File: config.mk
export PLATFORM = sky130hd
export DESIGN_NAME = ssp_tx_dma_cntl
export DESIGN_NICKNAME = d
export VERILOG_FILES = /design/src/rtl/ssp_tx_dma_cntl.sv
export SDC_FILE = /design/constraint.sdc
export NUM_CORES = 1
export LEC_CHECK = 0
export BUFFER_PORTS_ARGS = -buffer_cell sky130_fd_sc_hd__buf_4
export CAP_MARGIN = 40
export CORE_MARGIN = 10
export CORE_UTILIZATION = 48
export CTS_BUF_LIST = sky130_fd_sc_hd__clkbuf_16
export CTS_CLUSTER_DIAMETER = 60
export DETAILED_ROUTE_END_ITERATION = 8
export PLACE_DENSITY = 0.76
export SYNTH_ARGS = -nofsm -noshare
export SYNTH_HDL_FRONTEND = slang
export SYNTH_SLANG_ARGS = --single-unit
File: constraint.sdc
create_clock -name PCLK -period 2.3 [get_ports PCLK]
set_input_delay 0.46 -clock PCLK [delete_from_list [all_inputs] [get_ports PCLK]]
set_output_delay 0.46 -clock PCLK [all_outputs]
set_load 0.03 [all_outputs]
File: src/rtl/ssp_tx_dma_cntl.sv
// ssp_tx_dma_cntl: TX DMA request controller for a synchronous serial port.
// Raises single or burst requests to a DMA controller based on the TX FIFO
// fill level. It counts the writes accepted per request and flags protocol
// errors: overrun of the granted request, or a write dropped on a full FIFO.
module ssp_tx_dma_cntl #(
  parameter int unsigned FIFO_DEPTH = 8,
  parameter int unsigned BURST_LEN  = 4
) (
  input  logic       PCLK,
  input  logic       PRESET,
  input  logic       TXDMAE,
  input  logic [3:0] TxFFillLevel,
  input  logic       TNF,
  input  logic       TxWrAccept,
  input  logic       SSPDRWr,
  input  logic       SSPTXDMACLR,
  input  logic       TxDmaErrClr,
  output logic       SSPTXDMASREQ,
  output logic       SSPTXDMABREQ,
  output logic       TxDmaErr,
  output logic [1:0] TxDmaState,
  output logic [3:0] TxBurstCnt
);

  typedef enum logic [1:0] {
    ST_IDLE    = 2'd0,
    ST_SINGLE  = 2'd1,
    ST_BURST   = 2'd2,
    ST_WAITCLR = 2'd3
  } state_e;

  // A burst fits when free space (depth - level) covers a whole burst. The
  // level is compared unsigned, so an out-of-range level never qualifies.
  localparam logic [3:0] BURST_THRESH = 4'(FIFO_DEPTH - BURST_LEN);
  localparam logic [3:0] BURST_LIMIT  = 4'(BURST_LEN);
  localparam logic [3:0] SINGLE_LIMIT = 4'd1;
  localparam logic [3:0] CNT_MAX      = 4'd15;

  state_e     state_q, state_d;
  logic [3:0] cnt_q, cnt_d;
  logic       err_q, err_d;
  logic       sreq_q, sreq_d;
  logic       breq_q, breq_d;

  logic       burst_ok_s;
  logic       active_s;
  logic [3:0] cnt_inc_s;
  logic [3:0] limit_s;
  logic       err_set_s;

  // Next-state, accept counter and error-set decode.
  always_comb begin
    state_d    = state_q;
    cnt_d      = cnt_q;
    err_set_s  = 1'b0;
    burst_ok_s = (TxFFillLevel <= BURST_THRESH);
    active_s   = (state_q == ST_SINGLE) || (state_q == ST_BURST);
    limit_s    = (state_q == ST_BURST) ? BURST_LIMIT : SINGLE_LIMIT;
    cnt_inc_s  = (TxWrAccept && (cnt_q != CNT_MAX)) ? (cnt_q + 4'd1) : cnt_q;

    if (!TXDMAE) begin
      // Disabling aborts any transfer silently: no error checks at all.
      state_d = ST_IDLE;
      cnt_d   = 4'd0;
    end else begin
      case (state_q)
        ST_IDLE: begin
          if (burst_ok_s) begin
            state_d = ST_BURST;
            cnt_d   = 4'd0;
          end else if (TNF) begin
            state_d = ST_SINGLE;
            cnt_d   = 4'd0;
          end else begin
            state_d = ST_IDLE;
          end
        end
        ST_SINGLE, ST_BURST: begin
          cnt_d     = cnt_inc_s;
          // A write attempted but not accepted was dropped on a full FIFO.
          err_set_s = SSPDRWr && !TxWrAccept;
          if (SSPTXDMACLR) begin
            state_d = ST_WAITCLR;
            if (cnt_inc_s > limit_s) begin
              err_set_s = 1'b1;
            end else begin
              err_set_s = SSPDRWr && !TxWrAccept;
            end
          end else if ((state_q == ST_SINGLE) && !TNF) begin
            state_d = ST_IDLE;
          end else begin
            state_d = state_q;
          end
        end
        ST_WAITCLR: begin
          if (SSPTXDMACLR) begin
            state_d = ST_WAITCLR;
          end else begin
            state_d = ST_IDLE;
          end
        end
        default: begin
          state_d = ST_IDLE;
          cnt_d   = 4'd0;
        end
      endcase
    end

    // A set condition in the same cycle beats an explicit clear.
    if (err_set_s) begin
      err_d = 1'b1;
    end else if (TxDmaErrClr) begin
      err_d = 1'b0;
    end else begin
      err_d = err_q;
    end

    sreq_d = (state_d == ST_SINGLE) || (state_d == ST_BURST);
    breq_d = (state_d == ST_BURST);
  end

  // State, counter, error flag and request outputs, all registered.
  always_ff @(posedge PCLK) begin
    if (PRESET) begin
      state_q <= ST_IDLE;
      cnt_q   <= 4'd0;
      err_q   <= 1'b0;
      sreq_q  <= 1'b0;
      breq_q  <= 1'b0;
    end else begin
      state_q <= state_d;
      cnt_q   <= cnt_d;
      err_q   <= err_d;
      sreq_q  <= sreq_d;
      breq_q  <= breq_d;
    end
  end

  assign SSPTXDMASREQ = sreq_q;
  assign SSPTXDMABREQ = breq_q;
  assign TxDmaErr     = err_q;
  assign TxDmaState   = state_q;
  assign TxBurstCnt   = cnt_q;

endmodule

==> impl_results.md <==
- Max Slew Vio Count: 0
- FF+latch count, synth: 9
- Gr ovfl total: 0
- Part of the cycle the worst path needs: around 86%
- Worst hold path type: input pin to register
- CTS resizes: 0
- Synth Flop Type: dfxtp_1
- H-tree levels: 1
- Num ports: 21
- Core area: 1300 sq um
- Post-synth net total: 100
- Routed Antenna Nets: 0
- EDFF count, synth: 0
- Initial drt markers: 16
- Post-CTS Setup Bufs: 0
- TNS Setup: 0 ps
- Power per cell area: around 610 nW/um^2
- Syn Area/Cell: around 8.3 sq um
- Area Growth Syn to Fin: 37.6%
- Post-synthesis mux area share: between 1.5 and 2%
- Sequential area share after synthesis: between 20% and 30%
- Outcome: finished clean
- Post-layout util: between 60 and 70%
- Min cycle time layout: a little under 2000 ps
- TritonCTS clock tree: built
- Synth Area in XOR/XNOR: approximately 1.3%
- CP startpoint: TxDmaState[1]
- Clock Path Buffers: 2
- Reg clk slew, reported paths: 40 ps
- Total number of vias: 639
- CP delay by family, top: adder cells
- Routed WL: between 1500 and 2000 um
- Ys async rst share: 0%
- 1st-pass router iterations: 4
- Area leader, netlist: dfxtp_1
- Footprint of the multi-input gates: between 400 and 500 sq um
- First-pass GRT wire length: roughly 2700 um
- Antenna diode count: 0
- Largest cells by area after synthesis: dfxtp_1, ha_1, a21oi_1, nand2b_1, nand2_1
- Cell chosen for the clock root: clkbuf_16
- Critical path data required time: about 2500 ps
- Worst VDD drop: approximately 0.00047 V
- Leak pwr: approximately 0.00041 uW
- Worst Tran Pin Value: 317 ps
- Initial Util: between 50% and 60%
- # port buffers: 20
- Total GRT Usage: 10.5%
- Skew-Pair Late Insertion Delay: 230 ps
- CTS Buf Count: 3
- Avg WL per Cell: approximately 14 um
- Number of global-route vias before repair: 611
- Placer Congestion: 0.785
- Residual DRC count: 0
- Fin nets: roughly 130
- Largest net degree at the start of global routing: 9
- Reg2Reg Launch Point: TxDmaState[1]
- CP Class: register to register
- Post-Syn Instances: 79
- Hold_sp: PRESET
- Largest family of logic cells by synthesized area: compound AO/OA/AOI/OAI gates
- TritonCTS Sinks: 9
- CP Launch Type: register
- Post-synth top cells: a21oi_1, dfxtp_1, ha_1
- Slowest-stage cell, CP: dfxtp_1
- Worst path most repeated cell: ha_1
- Relative slew slack: about four fifths
- Compound-Gate Fraction of Synth Area: 28.7%
- CP bufs+invs: 1
- Post-synthesis cell area: roughly 660 sq um
- Vias per Instance: approximately 5.4
- Ys Warns: 0
- Synth unique cells: 27
- Max incr delay on CP: approximately 400 ps
- Share of the synthesized area in the top cell type: between 20% and 30%
- Register area: between 150 and 200 sq um
- CP Cell Sequence: inv_1 -> ha_1 -> a21oi_1 -> or3_1 -> a21boi_0 -> ha_1 -> nor2_1
- Number of fill cells in the layout: approximately 100
- Fmax: 503 MHz
- Simple-gate portion of the synthesized area: about a fifth
- Data arrival, critical path: between 2000 and 2500 ps
- Finish-stage setup viols: 0
- Unrepaired setup endpoints after global routing: no
- Max Cap Viol: 0
- Dpl hpwl: 1330 um
- Die Wd: roughly 57 um
- Die area: 3250 sq um
- Setup crit end kind: register
- Final Hold Viols: 0
- Die Y-Extent: 57.0 um
- Core Rows: 13
- Crit-path max FO: 5
- Layout cell share with drive strength beyond 1: between 20% and 30%
- Synth Area in Adders: between 10% and 20%
- Post-CTS Hold Buffers: 0
- Clock skew: between 1.5 and 2 ps
- Tot Pwr: around 550 uW
- Initial antenna violation count: 0
layout make-up:
type | instances | area share, %
inverter | 6 | 2.49
timing repair buffer | 20 | 16.6
clock inverter | 1 | 0.414
multi-input combinational | 64 | 50.3
tap | 15 | 2.07
sequential | 9 | 19.9
clock buffer | 3 | 8.29
through the flow:
stage	area, sq um	std cells	hold slack, ps	setup WS (ps)
6_report	906	118	413	313
5_1_grt	906	118	425	227
3_5_place_dp	827	114	500	392
3_3_place_gp	827	114	503	467
4_1_cts	906	118	414	319
2_1_floorplan	658	79	527	287
where the power goes:
group,internal (uW),total [uW],switching [uW]
registers,161,164,2.97
clock network,227,302,75.3
logic,38.0,83.3,45.3
total,426,549,124
path summary, 6_finish.rpt:
check	end	slack (ps)	cells past startpoint
worst max register to register	SSPTXDMASREQ	310	7
worst max-delay path	SSPTXDMASREQ	310	7
worst min register to register	TxBurstCnt[1]	510	2
worst min-delay path	SSPTXDMASREQ	410	2
state kept, by name, indices dropped and copies added (netlist names):
register	flops
TxBurstCnt	4
TxDmaState	2
SSPTXDMABREQ	1
SSPTXDMASREQ	1
TxDmaErr	1
cells by family after synthesis:
family / count (synthesis)
AOI/OAI and AO/OA: 27
xor gates and xnor gates: 1
adders and majority gates: 9
buffers and inverters: 6
DFF: 9
muxes: 1
and+or+nand+nor: 26
layer usage:
metal	global-route usage, %	vias to the layer above	share of wire, %	wire (um)
met3	3.76	5	6.9	117
met5	0	-	0	0
li1	-	330	-	-
met4	7.05	0	2.3	39
met1	12.1	281	46	789
met2	15.8	23	44	756
layout by cell type (no fill, tap or decap), types with 2 or more instances in the layout:
master and count:
buf_4 20, dfxtp_1 9, a21oi_1 9, ha_1 9
nand2_1 8, inv_1 6, nand2b_1 6, o21ai_0 5
nor2_1 4, nor2b_1 3, a22oi_1 3, clkbuf_16 3
a21boi_0 2
(Power assumes the default switching activity.)
